==> src/rtl/fpro_multi_bridge.sv <==
// MicroBlaze MCS IO bus to multi-region FPro bus bridge with per-region slave ready.
// Define FPRO_BRIDGE_TIMEOUT_EN to compile in the slave-ready timeout watchdog.
module fpro_multi_bridge #(
    parameter logic [31:0] BRG_BASE         = 32'hC000_0000,
    parameter int          NUM_REGIONS      = 4,
    parameter int          REGION_ADDR_BITS = 21,
    parameter int          TIMEOUT_CYCLES   = 255,
    parameter int          ERR_CNT_WIDTH    = 8
) (
    input  logic                          clk,
    input  logic                          reset_n,
    input  logic                          io_addr_strobe,
    input  logic                          io_read_strobe,
    input  logic                          io_write_strobe,
    input  logic [3:0]                    io_byte_enable,
    input  logic [31:0]                   io_address,
    input  logic [31:0]                   io_write_data,
    output logic [31:0]                   io_read_data,
    output logic                          io_ready,
    output logic [NUM_REGIONS-1:0]        fp_cs,
    output logic                          fp_rd,
    output logic                          fp_wr,
    output logic [REGION_ADDR_BITS-1:0]   fp_addr,
    output logic [31:0]                   fp_wr_data,
    output logic [3:0]                    fp_be,
    input  logic [32*NUM_REGIONS-1:0]     fp_rd_data,
    input  logic [NUM_REGIONS-1:0]        fp_ready,
    output logic                          bus_err,
    output logic [ERR_CNT_WIDTH-1:0]      err_count
);
    localparam int RS_BITS = $clog2(NUM_REGIONS);
    localparam int RS_LSB  = REGION_ADDR_BITS + 2;
    localparam int TAG_LSB = RS_LSB + RS_BITS;
    localparam logic [RS_BITS:0] REGION_LIMIT = (RS_BITS + 1)'(NUM_REGIONS);
    localparam logic [31:0]      ERR_DATA     = 32'hDEAD_BEEF;

    typedef enum logic [1:0] {IDLE = 2'd0, ACCESS = 2'd1, WAIT = 2'd2} state_t;

    state_t             state;
    logic [RS_BITS-1:0] region;
    logic               is_wr;

    logic [RS_BITS-1:0] req_rs;
    logic               req_go;
    logic               req_hit;
    logic               sel_ready;
    logic [31:0]        sel_data;
    logic               timeout;
    logic               unused_addr_bits;

    assign req_rs  = io_address[RS_LSB +: RS_BITS];
    assign req_go  = io_addr_strobe & (io_read_strobe | io_write_strobe);
    assign req_hit = (io_address[31:TAG_LSB] == BRG_BASE[31:TAG_LSB]) &&
                     ({1'b0, req_rs} < REGION_LIMIT);
    assign unused_addr_bits = ^io_address[1:0];

    // Only the latched region's ready and read data are ever looked at.
    always_comb begin
        sel_ready = 1'b0;
        sel_data  = '0;
        for (int k = 0; k < NUM_REGIONS; k++) begin
            if (region == RS_BITS'(k)) begin
                sel_ready = fp_ready[k];
                sel_data  = fp_rd_data[32*k +: 32];
            end
        end
    end

`ifdef FPRO_BRIDGE_TIMEOUT_EN
    localparam int TMR_BITS = $clog2(TIMEOUT_CYCLES + 1);
    logic [TMR_BITS-1:0] timer;

    // Counts low-ready samples since the access began; IDLE clears it for the next entry.
    always_ff @(posedge clk or negedge reset_n) begin
        if (!reset_n)
            timer <= '0;
        else if (state == IDLE)
            timer <= '0;
        else if (!sel_ready)
            timer <= timer + TMR_BITS'(1);
    end

    assign timeout = !sel_ready && (timer == TMR_BITS'(TIMEOUT_CYCLES - 1));
`else
    assign timeout = 1'b0;
`endif

    always_ff @(posedge clk or negedge reset_n) begin
        if (!reset_n) begin
            state        <= IDLE;
            region       <= '0;
            is_wr        <= 1'b0;
            io_read_data <= '0;
            io_ready     <= 1'b0;
            fp_cs        <= '0;
            fp_rd        <= 1'b0;
            fp_wr        <= 1'b0;
            fp_addr      <= '0;
            fp_wr_data   <= '0;
            fp_be        <= '0;
            bus_err      <= 1'b0;
            err_count    <= '0;
        end else begin
            io_ready <= 1'b0;
            bus_err  <= 1'b0;
            case (state)
                IDLE: begin
                    if (req_go && req_hit) begin
                        region     <= req_rs;
                        is_wr      <= io_write_strobe;
                        fp_cs      <= NUM_REGIONS'(1) << req_rs;
                        fp_rd      <= ~io_write_strobe;
                        fp_wr      <= io_write_strobe;
                        fp_addr    <= io_address[REGION_ADDR_BITS+1:2];
                        fp_wr_data <= io_write_data;
                        fp_be      <= io_byte_enable;
                        state      <= ACCESS;
                    end else if (req_go) begin
                        io_ready     <= 1'b1;
                        bus_err      <= 1'b1;
                        io_read_data <= ERR_DATA;
                        if (err_count != '1)
                            err_count <= err_count + ERR_CNT_WIDTH'(1);
                    end
                end
                ACCESS, WAIT: begin
                    fp_cs <= '0;
                    fp_rd <= 1'b0;
                    fp_wr <= 1'b0;
                    // A ready arriving on the expiry sample wins over the timeout.
                    if (sel_ready) begin
                        io_ready     <= 1'b1;
                        io_read_data <= is_wr ? 32'd0 : sel_data;
                        state        <= IDLE;
                    end else if (timeout) begin
                        io_ready     <= 1'b1;
                        bus_err      <= 1'b1;
                        io_read_data <= ERR_DATA;
                        if (err_count != '1)
                            err_count <= err_count + ERR_CNT_WIDTH'(1);
                        state        <= IDLE;
                    end else begin
                        state <= WAIT;
                    end
                end
                default: state <= IDLE;
            endcase
        end
    end
endmodule

==> config.mk <==
export PLATFORM = sky130hd
export DESIGN_NAME = fpro_multi_bridge
export DESIGN_NICKNAME = d
export VERILOG_FILES = /design/src/rtl/fpro_multi_bridge.sv
export SDC_FILE = /design/constraint.sdc
export NUM_CORES = 1
export LEC_CHECK = 0
export CAP_MARGIN = 30
export CELL_PAD_IN_SITES_DETAIL_PLACEMENT = 0
export CELL_PAD_IN_SITES_GLOBAL_PLACEMENT = 1
export CORE_MARGIN = 3
export CORE_UTILIZATION = 30
export CTS_CLUSTER_DIAMETER = 60
export DETAILED_ROUTE_END_ITERATION = 8
export PLACE_DENSITY_LB_ADDON = 0.1
export SLEW_MARGIN = 5
export SYNTH_ARGS = -nofsm -noshare
export SYNTH_HDL_FRONTEND = slang
export SYNTH_SLANG_ARGS = --single-unit
export TNS_END_PERCENT = 20
==> constraint.sdc <==
create_clock -name clk -period 3.4 [get_ports clk]
set_input_delay 0.85 -clock clk [delete_from_list [all_inputs] [get_ports clk]]
set_output_delay 0.85 -clock clk [all_outputs]
set_load 0.05 [all_outputs]
==> qor.txt, run 1 <==
FF/Latch Area: 2750 um2
grt ovf: 0
synthesized area: 5270 um2
post-CTS sizing: 0
number of antenna cells inserted: 0
sequential area share after synthesis: 0.522
required time of the critical path: 3.62 ns
dominant cells by area after synthesis: dfrtp_1 52%, nand2_1 14%, mux4_2 11%
M1 wire length: 7370 um
status: finished clean
Area Growth Syn to Fin: 68.4%
syn_nets: 700
Starting DRT DRC Count: 191
crit path kind: primary input to flip-flop
CTS root buffer: clkbuf_16
largest family of logic cells by synthesized area: simple AND/OR/NAND/NOR gates
met2 WL: 9510 um
Tcrit/Tclk final: 0.762
synthesized area per cell: 10.7 um2
Final Cell Area: 8880 um2
Setup TNS Final: 0 ns
number of buffers created by CTS: 9
crit-path max FO: 57
DRC viols: 0
share of cells above drive strength 1: 0.0896
Max Slew Vio Count: 0
Least-Margin Pin Slew: 0.791 ns
final worst clock skew: 0.00842 ns
post-synthesis cell count: 491
Final setup violation count: 0
Clock Latency Late Sink: 0.35 ns
vias per inst: 4.75
EDFF count, synth: 0
Placement Rows: 47
Cell Area, Placed: 8560 um2
worst vdd ir: 0.312 mV
Slew Limit Headroom: 0.469
Critical Path AT: 2.81 ns
Die ar.: 19200 um2
xor-xnor portion of the synthesized cell area: 0.00997
setup bufs post-CTS: 0
Hold/Removal Path Class: flip-flop to flip-flop
count of cell types in the netlist: 40
Filler cells: 1483
GR Util All Layers: 0.189
total routed wirelength: 18500 um
IO Pins: 310
DR WL met3: 1450 um
first-pass GRT wire length: 29000 um
footprint of the multi-input gates: 2350 um2
post-DP HPWL: 14300 um
CTS tree: built
commonest cells after routing, fill and taps aside: 306 x clkdlybuf4s50_1, 201 x nand2_1, 109 x dfrtp_1, 25 x mux4_2, 24 x a2bb2oi_1
dpl ws: 0.418 ns
Async SR Flop Fraction: 1.00
Clock Path Buffers: 2
Starting Density: 0.312
Final min period: 2.59 ns
total number of vias: 4809
mux contribution to synthesized area: 0.161
Worst setup EP type: flip-flop
vias in the first global route: 4932
simple-gate portion of the synthesized area: 0.175
RSZ-0062 raised after global routing: no
Core Footprint: 16900 um2
antenna violations before repair: 0
Highest Signal Layer: met4
Synth Area in Adders: 0.00949
Leakage: 3.80 nW
Synth Area in Compound Gates: 0.0869
post-synth top area share: 0.522
Post-synth top flop: dfrtp_1
fin nets: 996
power density cells: 579 nW/um2
Worst-path clk slew: 0.07 ns
CP startpoint kind: primary input
Power Total: 5.14 mW
Max Cap Viol: 0
Port Buffers: 307
Final WS setup: 0.810 ns
Synth Register Bits: 110
H-tree level count: 3
largest net degree at the start of global routing: 58
clock sinks: 110
fmax: 386 MHz
commonest non-fill, non-tap cell in the layout: clkdlybuf4s50_1
first drt pass iteration count: 4
Chip Width: 139 um
Hold Buf Count CTS: 0
Post-DRT Antenna Nets: 0
Die Span Y: 139 um
top cell type by total area after synthesis: dfrtp_1
wire length per cell: 18.3 um
Final Wtd Congestion: 0.882
Synth Warn #: 0
Final Hold Viols: 0
## cell usage after synthesis (2+ instances only)
cell and number:
mux4_2 25, o21ai_0 7, mux2i_1 16, nand2_1 201
dfrtp_1 110, o31ai_1 4, buf_2 11, inv_1 5
nand3_1 5, o41ai_2 2, o22ai_1 8, mux2_2 3
a21oi_2 2, and3_1 2, a2bb2oi_1 24, buf_1 2
mux2_4 6, a21oi_1 3, o211ai_1 7, and4_1 3
buf_6 5, xnor2_1 6, ha_1 4, clkbuf_1 12
nand4_1 3
## metal layers
metal / global-route usage / vias to the layer above
li1: - / 2290
met1: 0.226 / 2312
met4: 0.0468 / 0
met2: 0.333 / 193
met3: 0.0579 / 14
met5: 0 / -
## logic make-up after synthesis
group / after synthesis
and+or+nand+nor: 225
xor gates and xnor gates: 6
AOI/OAI and AO/OA: 59
adders and majority gates: 4
muxes: 50
DFF: 110
buffers and inverters: 37
## cell type report
cell class,count,area share
multi-input cells,344,0.264
well taps,220,0.0310
repair buffers,316,0.356
clock buffers,11,0.0285
inverters,6,0.00254
flip-flops and latches,110,0.310
clock inverters,5,0.00733
## flip-flops by register name, indices dropped and copies added, names as in the netlist
| name | flops |
|---|---|
| err_count | 8 |
| fp_addr | 21 |
| fp_rd | 1 |
| region | 2 |
| fp_wr_data | 32 |
| bus_err | 1 |
| io_read_data | 32 |
| io_ready | 1 |
| is_wr | 1 |
| fp_wr | 1 |
| state | 2 |
| fp_be | 4 |
| fp_cs | 4 |
## critical path, stage by stage
cell and delay [ns]:
clkdlybuf4s50_1 0.44, or3_4 0.40, or3_2 0.63, buf_12 0.26, o211ai_1 0.13, o41ai_2 0.10
## stage by stage
stage               hold slack, ns  utilization  std cells
floorplan                    0.552            -        491
finish                       0.474        0.526       1012
global route                 0.488        0.526       1012
CTS                          0.481        0.526       1012
global placement             0.459        0.507        996
detailed placement           0.462        0.507        996
## power breakdown
part / internal (mW) / switching [mW] / leakage (nW)
clock: 0.620 / 0.487 / 0.157
combinational: 0.962 / 1.38 / 2.23
sequential: 1.54 / 0.151 / 1.41
total: 3.12 / 2.02 / 3.80
## final timing paths
path | start | cells after the start | slack [ns] | endpoint
max in group asynchronous | reset_n | 2 | 2.05 | io_read_data[18]
worst max register to register | state[1] | 7 | 1.05 | fp_cs[0]
min in group asynchronous | reset_n | 1 | 0.56 | fp_addr[20]
worst max-delay path | io_address[25] | 6 | 0.81 | fp_cs[0]
worst min register to register | fp_wr_data[25] | 2 | 0.47 | fp_wr_data[25]
worst min-delay path | fp_wr_data[25] | 2 | 0.47 | fp_wr_data[25]
(Power assumes the default switching activity.)
==> run 2, diff against run 1 <==
Settings changed: CORE_UTILIZATION 30 to 25.
Clock period 3.4 ns to 2.2 ns, I/O delays scaled along.
==> run 2 against run 1 <==
Global-route usage fell by 2.8 points. Combinational power rose by 62%. Worst setup slack got worse by 0.75 ns. Die area rose by 19%. Sequential share of layout area decreased by 0.83 points. Total power up 55%. Routed wire length increased by 2.6%. Utilization decreased by 8.1 points. Critical path type is now flip-flop to output pin. Critical endpoint is now err_count[1].
==> qor.txt, run 2 (same netlist as run 1, synthesis figures left out) <==
status: finished clean (unchanged)
number of buffers created by CTS: 9 (unchanged)
CTS root buffer: clkbuf_16 (unchanged)
first-pass GRT wire length: 28300 um (was 29000 um)
Least-Margin Pin Slew: 0.598 ns (was 0.791 ns)
CTS tree: built (unchanged)
end-of-flow core utilization: 0.445 (was 0.526)
crit path kind: flip-flop to output pin (was primary input to flip-flop)
IO Pins: 310 (unchanged)
vias in the first global route: 5085 (was 4932)
Final WS setup: 0.0616 ns (was 0.810 ns)
CP startpoint kind: flip-flop (was primary input)
vias per inst: 4.51 (was 4.75)
Worst Path Buf+Inv: 1 (was 2)
fmax: 468 MHz
total routed wirelength: 19000 um (was 18500 um)
Setup TNS Final: 0 ns (unchanged)
Port Buffers: 307 (unchanged)
worst vdd ir: 0.483 mV (was 0.312 mV)
Cell Area, Placed: 8830 um2 (was 8560 um2)
clock sinks: 110 (unchanged)
dpl ws: -0.302 ns (was 0.418 ns)
share of cells above drive strength 1: 0.127 (was 0.0896)
Die Span Y: 151 um (was 139 um)
Area Growth Syn to Fin: 73.0% (was 68.4%)
DRC viols: 0 (unchanged)
antenna violations before repair: 0 (unchanged)
post-DP HPWL: 14900 um (was 14300 um)
Starting DRT DRC Count: 155 (was 191)
Slew Limit Headroom: 0.601 (was 0.469)
Post-Place Cells: 1067 (was 996)
Chip Width: 151 um (was 139 um)
required time of the critical path: 1.65 ns (was 3.62 ns)
power density cells: 876 nW/um2 (was 579 nW/um2)
setup bufs post-CTS: 0 (unchanged)
Critical Path AT: 1.59 ns (was 2.81 ns)
Post-DRT Antenna Nets: 0 (unchanged)
Tcrit/Tclk final: 0.972
Worst-path clk slew: 0.07 ns (about the same)
Worst path slowest cell: clkdlybuf4s50_1 (was or3_2)
Final setup violation count: 0 (unchanged)
Clock Latency Late Sink: 0.35 ns (about the same)
crit-path max FO: 5 (was 57)
wire length per cell: 17.6 um (was 18.3 um)
Placement Rows: 52 (was 47)
grt ovf: 0 (unchanged)
Final Cell Area: 9120 um2 (was 8880 um2)
largest net degree at the start of global routing: 42 (was 58)
Max Cap Viol: 0 (unchanged)
Final Hold Viols: 0 (unchanged)
Worst setup EP type: output pin (was flip-flop)
Power Total: 7.99 mW (was 5.14 mW)
H-tree level count: 3 (unchanged)
Max Slew Vio Count: 0 (unchanged)
GR Util All Layers: 0.160 (was 0.189)
Final min period: 2.14 ns
Core Footprint: 20500 um2 (was 16900 um2)
first drt pass iteration count: 4 (unchanged)
commonest cells after routing, fill and taps aside: 293 x clkdlybuf4s50_1, 201 x nand2_1, 109 x dfrtp_1, 33 x buf_4, 25 x mux4_2 (was 306 x clkdlybuf4s50_1, 201 x nand2_1, 109 x dfrtp_1, 25 x mux4_2, 24 x a2bb2oi_1)
largest registers: fp_wr_data x32, io_read_data x32, fp_addr x21 (unchanged)
number of antenna cells inserted: 0 (unchanged)
crit-path cells: clkdlybuf4s50_1 (was clkdlybuf4s50_1 -> or3_4 -> or3_2 -> buf_12 -> o211ai_1 -> o41ai_2)
fin nets: 1017 (was 996)
count of non-filler cells in the finished layout: 1083 (was 1012)
commonest non-fill, non-tap cell in the layout: clkdlybuf4s50_1 (unchanged)
Leakage: 3.95 nW (was 3.80 nW)
Starting Density: 0.257 (was 0.312)
final worst clock skew: 0.00582 ns (was 0.00842 ns)
Final Wtd Congestion: 0.748 (was 0.882)
Hold/Removal Path Class: primary input to asynchronous set/reset pin (was flip-flop to flip-flop)
Die ar.: 22900 um2 (was 19200 um2)
hold_ws: 0.197 ns (was 0.474 ns)
RSZ-0062 raised after global routing: no (unchanged)
peak per-stage delay on the critical path: 0.83 ns (was 0.63 ns)
Clock Path Buffers: 2 (unchanged)
largest delay contributor family on the critical path: buffers and inverters (was simple AND/OR/NAND/NOR gates)
total number of vias: 4888 (was 4809)
## run 2: area by class of cell
class	instances	area [um2]
Clock buffer	11	243
Clock inverter	5	43.8
Fill cell	1964	11400
Inverter	6	22.5
Multi-Input combinational cell	344	2350
Sequential cell	110	2750
Tap cell	270	338
Timing Repair Buffer	337	3380
## run 2: final timing paths
check                                endpoint  cells after the start  slack, ns    startpoint
worst max-delay path             err_count[1]                      1       0.06  err_count[1]
worst min-delay path            fp_wr_data[9]                      1       0.20       reset_n
worst max register to register       fp_cs[0]                      7       0.30      state[1]
worst min register to register     fp_addr[5]                      2       0.47    fp_addr[5]
max in group asynchronous           region[0]                      2       1.38       reset_n
min in group clk                   fp_addr[5]                      2       0.47    fp_addr[5]
## run 2: per-layer routing
metal / vias up / GRT usage / part of all wire
met5: - / 0 / 0
met4: 0 / 0.0476 / 0.015
met3: 17 / 0.0551 / 0.11
met2: 211 / 0.274 / 0.48
met1: 2326 / 0.190 / 0.39
li1: 2334 / - / -
## run 2: where the power goes
group	total, mW	switching, mW	internal [mW]
logic	3.81	2.18	1.64
registers	2.61	0.233	2.37
clock network	1.57	0.754	0.813
## run 2: timing repair
action	in CTS	in global routing
resized for setup	0	3
endpoints found under the setup margin	0	31
hold buffers	0	0
